<file path="config.mk">
export PLATFORM = sky130hd
export DESIGN_NAME = serial_tx_arbiter
export DESIGN_NICKNAME = d
export VERILOG_FILES = /design/src/rtl/serial_tx_arbiter.sv
export SDC_FILE = /design/constraint.sdc
export NUM_CORES = 1
export LEC_CHECK = 0
export CORE_ASPECT_RATIO = 0.75
export CORE_MARGIN = 3
export CORE_UTILIZATION = 43
export DETAILED_ROUTE_END_ITERATION = 7
export PLACE_DENSITY = 0.78
export SLEW_MARGIN = 20
export SYNTH_ARGS = -nofsm -noshare
export SYNTH_HDL_FRONTEND = slang
export SYNTH_SLANG_ARGS = --single-unit
</file>
<file path="constraint.sdc">
create_clock -name clk -period 1.56 [get_ports clk]
set_input_delay 0.234 -clock clk [delete_from_list [all_inputs] [get_ports clk]]
set_output_delay 0.234 -clock clk [all_outputs]
set_load 0.01 [all_outputs]
</file>
<file path="src/rtl/serial_tx_arbiter.sv">
// ============================================================================
// serial_tx_arbiter: round-robin arbiter sharing one serial TX line among
// N_REQ byte requesters. Optional even parity bit via SERIAL_TX_PARITY_EN.
// Rev 1.0
// ============================================================================
`default_nettype none

module serial_tx_arbiter #(
  parameter int N_REQ     = 4,
  parameter int BAUD_DIV  = 3,
  parameter int STOP_BITS = 2
) (
  input  logic               clk,
  input  logic               rst,
  input  logic [N_REQ-1:0]   req,
  input  logic [8*N_REQ-1:0] data_in,
  output logic [N_REQ-1:0]   grant,
  output logic               tx,
  output logic               busy,
  output logic [2:0]         src
);

  localparam int       BW        = (BAUD_DIV > 1) ? $clog2(BAUD_DIV) : 1;
  localparam [BW-1:0]  BAUD_LAST = BW'(BAUD_DIV - 1);
  localparam [2:0]     STOP_LAST = 3'(STOP_BITS - 1);

  typedef enum logic [2:0] {
    S_IDLE   = 3'd0,
    S_START  = 3'd1,
    S_DATA   = 3'd2,
    S_PARITY = 3'd3,
    S_STOP   = 3'd4
  } state_t;

  state_t        state_q, state_d;
  logic [BW-1:0] baud_q, baud_d;
  logic [2:0]    bit_q, bit_d;
  logic [7:0]    shift_q, shift_d;
  logic [2:0]    ptr_q, ptr_d;
  logic [2:0]    src_q, src_d;
`ifdef SERIAL_TX_PARITY_EN
  logic          parity_q, parity_d;
`endif

  logic       w_found_hi, w_found_lo;
  logic [2:0] w_sel_hi, w_sel_lo, w_sel;
  logic [7:0] w_sel_byte;
  logic       w_bit_end;

  // Winner is the lowest requester above ptr, else the lowest at or below it.
  always_comb begin
    w_found_hi = 1'b0;
    w_found_lo = 1'b0;
    w_sel_hi   = 3'd0;
    w_sel_lo   = 3'd0;
    for (int i = N_REQ - 1; i >= 0; i--) begin
      if (req[i]) begin
        if (i > int'(ptr_q)) begin
          w_found_hi = 1'b1;
          w_sel_hi   = 3'(i);
        end else begin
          w_found_lo = 1'b1;
          w_sel_lo   = 3'(i);
        end
      end
    end
    w_sel = w_found_hi ? w_sel_hi : w_sel_lo;
  end

  always_comb begin
    w_sel_byte = 8'h00;
    for (int i = 0; i < N_REQ; i++) begin
      if (w_sel == 3'(i)) w_sel_byte = data_in[8*i +: 8];
    end
  end

  assign w_bit_end = (baud_q == BAUD_LAST);

  always_comb begin
    state_d  = state_q;
    baud_d   = baud_q;
    bit_d    = bit_q;
    shift_d  = shift_q;
    ptr_d    = ptr_q;
    src_d    = src_q;
`ifdef SERIAL_TX_PARITY_EN
    parity_d = parity_q;
`endif
    grant    = '0;
    case (state_q)
      S_IDLE: begin
        // Grant is suppressed while reset is held so nothing leaks out.
        if ((|req) && !rst) begin
          for (int i = 0; i < N_REQ; i++) grant[i] = (w_sel == 3'(i));
          shift_d  = w_sel_byte;
          src_d    = w_sel;
          ptr_d    = w_sel;
`ifdef SERIAL_TX_PARITY_EN
          parity_d = ^w_sel_byte;
`endif
          baud_d   = '0;
          bit_d    = 3'd0;
          state_d  = S_START;
        end
      end
      S_START: begin
        if (w_bit_end) begin
          baud_d  = '0;
          bit_d   = 3'd0;
          state_d = S_DATA;
        end else begin
          baud_d = baud_q + BW'(1);
        end
      end
      S_DATA: begin
        if (w_bit_end) begin
          baud_d  = '0;
          shift_d = {shift_q[6:0], 1'b0};
          if (bit_q == 3'd7) begin
            bit_d = 3'd0;
`ifdef SERIAL_TX_PARITY_EN
            state_d = S_PARITY;
`else
            state_d = S_STOP;
`endif
          end else begin
            bit_d = bit_q + 3'd1;
          end
        end else begin
          baud_d = baud_q + BW'(1);
        end
      end
`ifdef SERIAL_TX_PARITY_EN
      S_PARITY: begin
        if (w_bit_end) begin
          baud_d  = '0;
          bit_d   = 3'd0;
          state_d = S_STOP;
        end else begin
          baud_d = baud_q + BW'(1);
        end
      end
`endif
      S_STOP: begin
        if (w_bit_end) begin
          baud_d = '0;
          if (bit_q == STOP_LAST) begin
            bit_d   = 3'd0;
            state_d = S_IDLE;
          end else begin
            bit_d = bit_q + 3'd1;
          end
        end else begin
          baud_d = baud_q + BW'(1);
        end
      end
      default: begin
        state_d = S_IDLE;
        baud_d  = '0;
        bit_d   = 3'd0;
      end
    endcase
  end

  always_ff @(posedge clk or posedge rst) begin
    if (rst) begin
      state_q  <= S_IDLE;
      baud_q   <= '0;
      bit_q    <= 3'd0;
      shift_q  <= 8'h00;
      ptr_q    <= 3'(N_REQ - 1);
      src_q    <= 3'd0;
`ifdef SERIAL_TX_PARITY_EN
      parity_q <= 1'b0;
`endif
    end else begin
      state_q  <= state_d;
      baud_q   <= baud_d;
      bit_q    <= bit_d;
      shift_q  <= shift_d;
      ptr_q    <= ptr_d;
      src_q    <= src_d;
`ifdef SERIAL_TX_PARITY_EN
      parity_q <= parity_d;
`endif
    end
  end

  // tx decodes straight from the async-reset state so a reset forces idle-high at once.
  always_comb begin
    tx = 1'b1;
    case (state_q)
      S_START:  tx = 1'b0;
      S_DATA:   tx = shift_q[7];
`ifdef SERIAL_TX_PARITY_EN
      S_PARITY: tx = parity_q;
`endif
      default:  tx = 1'b1;
    endcase
  end

  assign busy = (state_q != S_IDLE);
  assign src  = src_q;

endmodule

`default_nettype wire

</file>
==> results.sh, run 1 <==
export IMPL_fin_crit_sh_pct=129
export IMPL_wl_um=5780
export IMPL_rr_worst_depth=8
export IMPL_cp_top_family="flip-flops"
export IMPL_ys_ff_latch=20
export IMPL_ys_seq_area_share_pct=30.4
export IMPL_yosysTopAreaCellShare_pct=27.2
export IMPL_antenna_found_initial=0
export IMPL_rows=18
export IMPL_drt_first_pass_iters=4
export IMPL_grt_pass1_vias=1778
export IMPL_end_kind="primary output"
export IMPL_power_w=0.00434
export IMPL_outcome="finished with violations"
export IMPL_initial_core_util_pct=47.4
export IMPL_nFillCells=217
export IMPL_setup_viol=18
export IMPL_peakVddDrop_mv=0.806
export IMPL_post_dp_hpwl_um=3570
export IMPL_place_area_sq_um=2410
export IMPL_hold_path_class="input pin to asynchronous set/reset pin"
export IMPL_worst_path_stages=6
export IMPL_crit_type="register to primary output"
export IMPL_hold_viol=0
export IMPL_yosysTopAreaCell="dfrtp_1"
export IMPL_maxSlewViolCount=0
export IMPL_area_growth_pct=66.7
export IMPL_syn_avg_cell_area_sq_um=8.57
export IMPL_cts_max_level=1
export IMPL_place_ws_ns=-0.897
export IMPL_die_area_sq_um=4630
export IMPL_insertion_delay_ns=0.26
export IMPL_portBuffers=45
export IMPL_antenna_left=0
export IMPL_path_buf_inv=1
export IMPL_required_ns=1.33
export IMPL_route_vias_total=1867
export IMPL_violations="negative setup slack"
export IMPL_ctsHoldBuffers=0
export IMPL_path_cells="nand2b_4, a21oi_4, a311oi_4, nand2_2, nor2_4, buf_6"
export IMPL_slowest_stage="dfstp_2"
export IMPL_syn_inst=193
export IMPL_clock_path_buffers=2
export IMPL_grt_pass1_wl_um=8290
export IMPL_root_buffer="clkbuf_8"
export IMPL_wl_per_cell_um=17.6
export IMPL_final_common_cell="buf_4"
export IMPL_cts_tree="built"
export IMPL_dieHeight_um=59.7
export IMPL_crit_path_max_incr_delay_ns=0.61
export IMPL_cts_made_buffers=3
export IMPL_drv_cap=0
export IMPL_fin_nets=320
export IMPL_yosysWarnings=0
export IMPL_async_flop_share_pct=100
export IMPL_die_w_um=77.6
export IMPL_syn_cell_area_sq_um=1650
export IMPL_worstSetupStartpointType="register"
export IMPL_final_min_clock_period_ns=2.01
export IMPL_worst_slack_ns=-0.455
export IMPL_antenna_cells=0
export IMPL_synth_edf_count=0
export IMPL_syn_nets=234
export IMPL_path_clk_slew_ns=0.08
export IMPL_finalInstanceArea_sq_um=2760
export IMPL_drcViolationCount=0
export IMPL_drt_initial_drc_count=150
export IMPL_via_per_inst=5.69
export IMPL_overflow=0
export IMPL_critical_path_arrival_ns=1.78
export IMPL_grt_max_degree=19
export IMPL_core_area_sq_um=3490
export IMPL_power_density_nw_per_um2=1580
export IMPL_synth_cell_types=52
export IMPL_rsz0062_at_grt="true"
export IMPL_final_cells=328
export IMPL_p_leak_nw=1.25
export IMPL_fmax_ghz=0.496
export IMPL_crit_fanout=6
export IMPL_ioPinCount=47
export IMPL_clock_sinks=20
export IMPL_most_common_layout_cells="buf_4 (40), clkdlybuf4s50_1 (35), dfrtp_1 (18), nand2b_1 (11), buf_6 (9)"
export IMPL_layout_drive_gt1_share_pct=42.1
export IMPL_clock_skew_ns=0.00182
export IMPL_ys_top_cells_by_area="dfrtp_1 (27%), mux2i_1 (5.4%), nand2b_1 (4.5%), a21boi_0 (3.6%), a21oi_1 (3.3%)"
export IMPL_place_congestion=0.866
export IMPL_grt_usage_pct=22.9
export IMPL_ys_flop_type="dfrtp_1"
export IMPL_dp_cells=313
[metal layers]
layer	part of all wire, %	track usage [%]	vias to the layer above
met2	49	41.0	109
met3	7.7	4.52	14
li1	-	-	863
met1	42	29.1	881
met5	0	0	-
met4	1.9	4.57	0
[flip-flops by register name, summed over array words and instances, names as in the netlist]
signal   cells
ptr_q        2
state_q      3
baud_q       2
shift_q      8
bit_q        3
src          2
[power by group]
part	internal (W)	total [W]	leakage, nW	switching [W]
logic	0.00160	0.00304	0.982	0.00145
registers	0.000749	0.000936	0.242	0.000188
clock network	0.000182	0.000365	0.0228	0.000183
total	0.00253	0.00434	1.25	0.00182
[area by class of cell]
cell class / count / area [sq um] / area share (%)
Timing Repair Buffer: 93 / 838 / 30.4
Clock buffer: 4 / 45.0 / 1.63
Sequential cell: 20 / 503 / 18.2
Multi-Input combinational cell: 151 / 1270 / 46.1
Inverter: 10 / 37.5 / 1.36
Tap cell: 50 / 62.6 / 2.27
[synth_stat cells, drive strengths merged (2+ instances only)]
cell / instances
dfrtp: 18
a21oi: 15
o21ai: 15
nand2b: 13
nor2: 13
inv: 10
nand2: 10
a21boi: 9
mux2i: 9
and3: 8
buf: 8
nor2b: 8
a211oi: 7
a21o: 7
clkbuf: 4
o21a: 4
and2: 3
ha: 3
nor3: 3
o211ai: 3
or2: 3
a311oi: 2
dfstp: 2
o32ai: 2
[worst min-delay path, stage by stage]
cell	delay, ns
clkdlybuf4s50_1	0.46
buf_4	0.18
inv_1	0.10
[worst paths after layout]
path,slack [ns],to,start
worst max-delay path,-0.45,grant[0],ptr_q[1]
worst max register to register,-0.32,ptr_q[0],ptr_q[1]
min in group clk,0.53,src[1],src[1]
worst min-delay path,0.37,src[0],rst
max in group asynchronous,0.69,ptr_q[1],rst
worst min register to register,0.53,src[1],src[1]
[repair_timing]
| item | 4_1_cts | 5_1_grt |
|---|---|---|
| cloned | 0 | 1 |
| setup endpoints to repair | 20 | 21 |
| setup buffers | 9 | 9 |
| gates resized for setup | 60 | 34 |
| pin swaps | 12 | 22 |
[logic make-up (layout without fill, tap and decap cells)]
logic type | Yosys count | in the layout | synth area share, %
other cells | 1 | 1 | 0.227
fa+ha+maj | 3 | 3 | 2.27
compound gates | 73 | 73 | 32.8
flops | 20 | 20 | 30.4
buf+inv | 22 | 107 | 7.19
simple gates | 65 | 65 | 21.7
mux | 9 | 9 | 5.45
[through the flow]
step | hold slack [ns] | setup TNS [ns] | utilization, %
after floorplan | 0.196 | -1.07 | -
after global placement | 0.479 | -10.50 | 69.1
after detailed placement | 0.501 | -11.59 | 69.1
after CTS | 0.341 | -3.52 | 74.9
after global routing | 0.395 | -4.94 | 79.0
final | 0.367 | -4.08 | 79.0
Power figures use the tool's default switching activity.
==> run 2, diff against run 1 <==
- CORE_UTILIZATION: 43 -> 48
- PLACE_DENSITY: 0.78 -> 0.82
- clock period: 1.56 -> 1.99 ns (I/O delays scaled with it)
==> results.sh, run 2 (same netlist as run 1, synthesis figures left out) <==
export IMPL_antenna_found_initial=0
export IMPL_path_clk_slew_ns=0.07
export IMPL_path_cells="a21bo_2, a21oi_2, a311oi_4, nand2_1, nor2_1, buf_2"
export IMPL_post_dp_hpwl_um=3620
export IMPL_fin_nets=319
export IMPL_p_leak_nw=1.20
export IMPL_finalSetupTns_ns=-0.177
export IMPL_largest_registers="shift_q (8), bit_q (3), state_q (3)"
export IMPL_rsz0062_at_grt="true"
export IMPL_p_clk_share_pct=10.0
export IMPL_setup_viol=3
export IMPL_drv_cap=0
export IMPL_ioPinCount=47
export IMPL_place_congestion=0.922
export IMPL_cts_made_buffers=3
export IMPL_hold_path_depth=1
export IMPL_internal_power_w=0.00183
export IMPL_insertion_delay_ns=0.26
export IMPL_clock_sinks=20
export IMPL_portBuffers=45
export IMPL_violations="negative setup slack"
export IMPL_slowest_stage="dfstp_2"
export IMPL_whs_ns=0.498
export IMPL_grt_max_degree=16
export IMPL_wl_um=5160
export IMPL_power_density_nw_per_um2=1190
export IMPL_hold_viol=0
export IMPL_clock_path_buffers=2
export IMPL_largest_register_ffs=8
export IMPL_critical_path_arrival_ns=1.79
export IMPL_fmax_ghz=0.478
export IMPL_cts_max_level=1
export IMPL_clock_skew_ns=0.00182
export IMPL_via_per_inst=5.73
export IMPL_most_common_layout_cells="buf_4 (44), clkdlybuf4s50_1 (37), dfrtp_1 (18), nor2_1 (13), nand2b_1 (11)"
export IMPL_power_frac_comb_pct=66.5
export IMPL_cts_tree="built"
export IMPL_rows=17
export IMPL_overflow=0
export IMPL_crit_type="register to primary output"
export IMPL_wl_per_cell_um=16.4
export IMPL_die_w_um=73.8
export IMPL_worstMarginPinSlew_ns=0.547
export IMPL_grt_usage_pct=24.2
export IMPL_cp_top_family="flip-flops"
export IMPL_required_ns=1.69
export IMPL_seqPwrFrac_pct=23.5
export IMPL_core_area_sq_um=3110
export IMPL_initial_core_util_pct=53.3
export IMPL_area_growth_pct=55.2
export IMPL_drt_initial_drc_count=72
export IMPL_grt_pass1_wl_um=8020
export IMPL_rr_worst_depth=8
export IMPL_die_area_sq_um=4190
export IMPL_root_buffer="clkbuf_8"
export IMPL_layout_drive_gt1_share_pct=32.9
export IMPL_crit_path_max_incr_delay_ns=0.62
export IMPL_power_w=0.00306
export IMPL_regMostFlops="shift_q"
export IMPL_maxSlewViolCount=0
export IMPL_worst_path_stages=6
export IMPL_nFillCells=177
export IMPL_place_ws_ns=-0.584
export IMPL_hold_path_class="register to register"
export IMPL_drcViolationCount=0
export IMPL_grt_pass1_vias=1752
export IMPL_switching_share_pct=40.3
export IMPL_dieHeight_um=56.8
export IMPL_peakVddDrop_mv=0.902
export IMPL_power_switching_w=0.00123
export IMPL_outcome="finished with violations"
export IMPL_slew_headroom_pct=63.5
export IMPL_path_buf_inv=1
export IMPL_crit_fanout=7
export IMPL_worstSetupStartpointType="register"
export IMPL_final_common_cell="buf_4"
export IMPL_antenna_left=0
export IMPL_final_min_clock_period_ns=2.09
export IMPL_drt_first_pass_iters=4
export IMPL_route_vias_total=1804
export IMPL_worst_slack_ns=-0.0999
export IMPL_fin_crit_sh_pct=105
export IMPL_end_kind="primary output"
export IMPL_antenna_cells=0
## run 2: cell count changes in the layout (fill, tap and decap cells not counted), sizes merged
cell / delta
clkdlybuf4s50: +2
clkbuf: -1
buf: -3
dlygate4sd2: +1
## run 2: layout make-up
cell class	count	area [sq um]	area share (%)
multi-input combinational	151	1130	43.9
timing repair buffer	92	798	31.1
sequential	20	503	19.6
clock buffer	4	55.1	2.14
tap	38	47.5	1.85
inverter	10	37.5	1.46
## run 2: power by group through the flow
stage                     registers (W)  clock network, W  logic, W
after CTS                      0.000701          0.000317   0.00186
final                          0.000720          0.000307   0.00204
after global placement         0.000690                 0   0.00170
after floorplan                0.000672                 0   0.00110
after detailed placement       0.000699                 0   0.00176
after global routing           0.000736          0.000339   0.00219
## run 2: layer usage
layer,vias up,track usage (%),share of wire (%)
li1,863,-,-
met1,849,31.4,42
met2,78,40.5,49
met3,14,4.29,7.3
met4,0,6.98,1.4
met5,-,0,0
## run 2: stage by stage
stage / utilization [%] / cells / cell area (sq um)
6_report: 82.7 / 315 / 2570
5_1_grt: 82.7 / 315 / 2570
2_1_floorplan: - / 193 / 1650
3_5_place_dp: 76.3 / 302 / 2370
4_1_cts: 79.9 / 311 / 2480
3_3_place_gp: 76.3 / 302 / 2370
## run 2: path summary, 6_finish.rpt
kind,start,endpoint,slack [ns]
max,ptr_q[1],grant[0],-0.1
min,src[0],src[0],0.50
max reg2reg,ptr_q[1],shift_q[0],-0.01
min reg2reg,src[0],src[0],0.50
max in group asynchronous,rst,ptr_q[0],1.18
min in group asynchronous,rst,src[1],0.57
## run 2: what timing repair did
item | CTS | global route
endpoints found under the setup margin | 5 | 11
gates resized for setup | 29 | 17
pin swaps | 7 | 7
buffers inserted | 5 | 4
hold buffers | 0 | 0
==> run 3, diff against run 2 <==
- PLACE_DENSITY: 0.82 -> 0.91
==> results.sh, run 3 (same netlist as run 1, synthesis figures left out) <==
export IMPL_outcome="finished with violations"
export IMPL_violations="negative setup slack"
export IMPL_antenna_found_initial=0
export IMPL_power_w=0.00302
export IMPL_grt_max_degree=20
export IMPL_most_common_layout_cells="buf_4 (37), clkdlybuf4s50_1 (36), dfrtp_1 (18), nor2_1 (13), nand2b_1 (11)"
export IMPL_peakVddDrop_mv=1.09
export IMPL_p_leak_nw=1.16
export IMPL_overflow=0
export IMPL_via_per_inst=5.52
export IMPL_largest_register_ffs=8
export IMPL_wl_um=4690
export IMPL_clock_sinks=20
export IMPL_root_buffer="clkbuf_8"
export IMPL_crit_fanout=4
export IMPL_power_frac_comb_pct=62.6
export IMPL_insertion_delay_ns=0.26
export IMPL_internal_power_w=0.00184
export IMPL_gr_max_usage_layer="met2"
export IMPL_fin_crit_sh_pct=102
export IMPL_maxSlewViolCount=0
export IMPL_die_area_sq_um=4190
export IMPL_p_clk_share_pct=13.3
export IMPL_grt_pass1_wl_um=7630
export IMPL_largest_registers="shift_q (8), bit_q (3), state_q (3)"
export IMPL_grt_pass1_vias=1622
export IMPL_portBuffers=45
export IMPL_regMostFlops="shift_q"
export IMPL_worstSetupStartpointType="register"
export IMPL_required_ns=1.69
export IMPL_end_kind="primary output"
export IMPL_die_w_um=73.8
export IMPL_use_met1_pct=31.9
export IMPL_final_common_cell="buf_4"
export IMPL_path_clk_slew_ns=0.07
export IMPL_dp_cells=298
export IMPL_met3_usage_pct=4.29
export IMPL_wl_per_cell_um=15.3
export IMPL_fin_nets=310
export IMPL_place_area_sq_um=2340
export IMPL_setup_viol=2
export IMPL_drt_first_pass_iters=4
export IMPL_rr_worst_depth=8
export IMPL_rows=17
export IMPL_antenna_left=0
export IMPL_drv_cap=0
export IMPL_dieHeight_um=56.8
export IMPL_ioPinCount=47
export IMPL_drcViolationCount=0
export IMPL_grt_use_met2_pct=38.5
export IMPL_fin_util_pct=80.7
export IMPL_crit_type="register to primary output"
export IMPL_cts_tree="built"
export IMPL_power_density_nw_per_um2=1210
export IMPL_fmax_ghz=0.494
export IMPL_critical_path_arrival_ns=1.73
export IMPL_rr_startpoint="ptr_q[1]"
export IMPL_ctsHoldBuffers=0
export IMPL_grt_usage_pct=23.2
export IMPL_core_area_sq_um=3110
export IMPL_place_congestion=0.829
export IMPL_area_growth_pct=51.5
export IMPL_clock_skew_ns=0.00371
export IMPL_finalInstanceArea_sq_um=2510
export IMPL_final_min_clock_period_ns=2.03
export IMPL_clock_path_buffers=2
export IMPL_power_switching_w=0.00118
export IMPL_r2r_slack_ns=0.11
export IMPL_r2r_end="shift_q[2]"
export IMPL_hold_viol=0
export IMPL_post_dp_hpwl_um=3330
export IMPL_cts_made_buffers=3
export IMPL_seqPwrFrac_pct=24.1
export IMPL_antenna_cells=0
export IMPL_initial_core_util_pct=53.3
export IMPL_layout_drive_gt1_share_pct=30.2
export IMPL_drt_initial_drc_count=76
export IMPL_worst_slack_ns=-0.0358
export IMPL_cts_max_level=1
export IMPL_final_cells=306
export IMPL_rsz0062_at_grt="true"
export IMPL_nFillCells=201
export IMPL_hold_path_class="input pin to asynchronous set/reset pin"
export IMPL_route_vias_total=1689
export IMPL_finalSetupTns_ns=-0.0555
export IMPL_switching_share_pct=39.0
[run 3: changes by cell type in the layout (fill, tap and decap cells not counted), moves of 2 or more]
cell / previous run / this run
buf_4: 44 / 37
a211oi_2: 6 / 3
a211oi_1: 1 / 4
o21ai_0: 5 / 8
o21ai_1: 9 / 6
buf_6: 2 / 0
[run 3: final cells by class]
cell class                      instances  area (sq um)  share of cell area, %
Multi-Input combinational cell        151          1120                   44.8
Timing Repair Buffer                   83           724                   28.9
Sequential cell                        20           503                   20.1
Tap cell                               38          47.5                   1.90
Clock buffer                            3          41.3                   1.65
Inverter                               10          37.5                   1.50
Clock inverter                          1          30.0                   1.20
[run 3: timing repair]
item | in CTS | in global routing
buffers inserted | 3 | 1
endpoints found under the setup margin | 7 | 10
endpoints found under the hold margin | 0 | 0
pin swaps | 7 | 1
resized for setup | 30 | 12
[run 3: worst max-delay path, cell delays in order (launching register included)]
cell and delay, ns:
dfrtp_1 0.41, nor3_4 0.25, inv_2 0.07, or3_4 0.37
nor2b_4 0.14, clkdlybuf4s15_2 0.23
[run 3: stage by stage]
| step | setup slack (ns) | hold WS (ns) |
|---|---|---|
| after detailed placement | -0.564 | 0.494 |
| after floorplan | 0.143 | 0.261 |
| after global placement | -0.509 | 0.486 |
| after CTS | -0.0389 | 0.409 |
| after global routing | -0.118 | 0.449 |
| final | -0.0358 | 0.424 |
[run 3: how the worst max path moves through the flow]
stage | start | depth (start not counted) | slack (ns) | to
2_1_floorplan | ptr_q[1] | 6 | 0.14 | grant[0]
3_3_place_gp | req[1] | 7 | -0.51 | grant[2]
3_5_place_dp | req[3] | 6 | -0.56 | grant[1]
4_1_cts | state_q[1] | 5 | -0.04 | grant[1]
5_1_grt | ptr_q[1] | 6 | -0.12 | grant[0]
6_report | state_q[0] | 5 | -0.04 | grant[1]
[run 3: power by group through the flow]
| stage | Sequential (W) | Combinational [W] | Clock [W] |
|---|---|---|---|
| 2_1_floorplan | 0.000672 | 0.00110 | 0 |
| 4_1_cts | 0.000711 | 0.00180 | 0.000405 |
| 3_5_place_dp | 0.000715 | 0.00171 | 0 |
| 5_1_grt | 0.000750 | 0.00206 | 0.000422 |
| 3_3_place_gp | 0.000704 | 0.00167 | 0 |
| 6_report | 0.000727 | 0.00189 | 0.000402 |
[run 3: routing by layer]
| layer | part of all wire [%] | vias to the layer above | wire [um] |
|---|---|---|---|
| met5 | 0 | - | 0 |
| li1 | - | 838 | - |
| met1 | 46 | 798 | 2140 |
| met2 | 48 | 47 | 2250 |
| met4 | 1.2 | 0 | 55 |
| met3 | 5.3 | 6 | 249 |
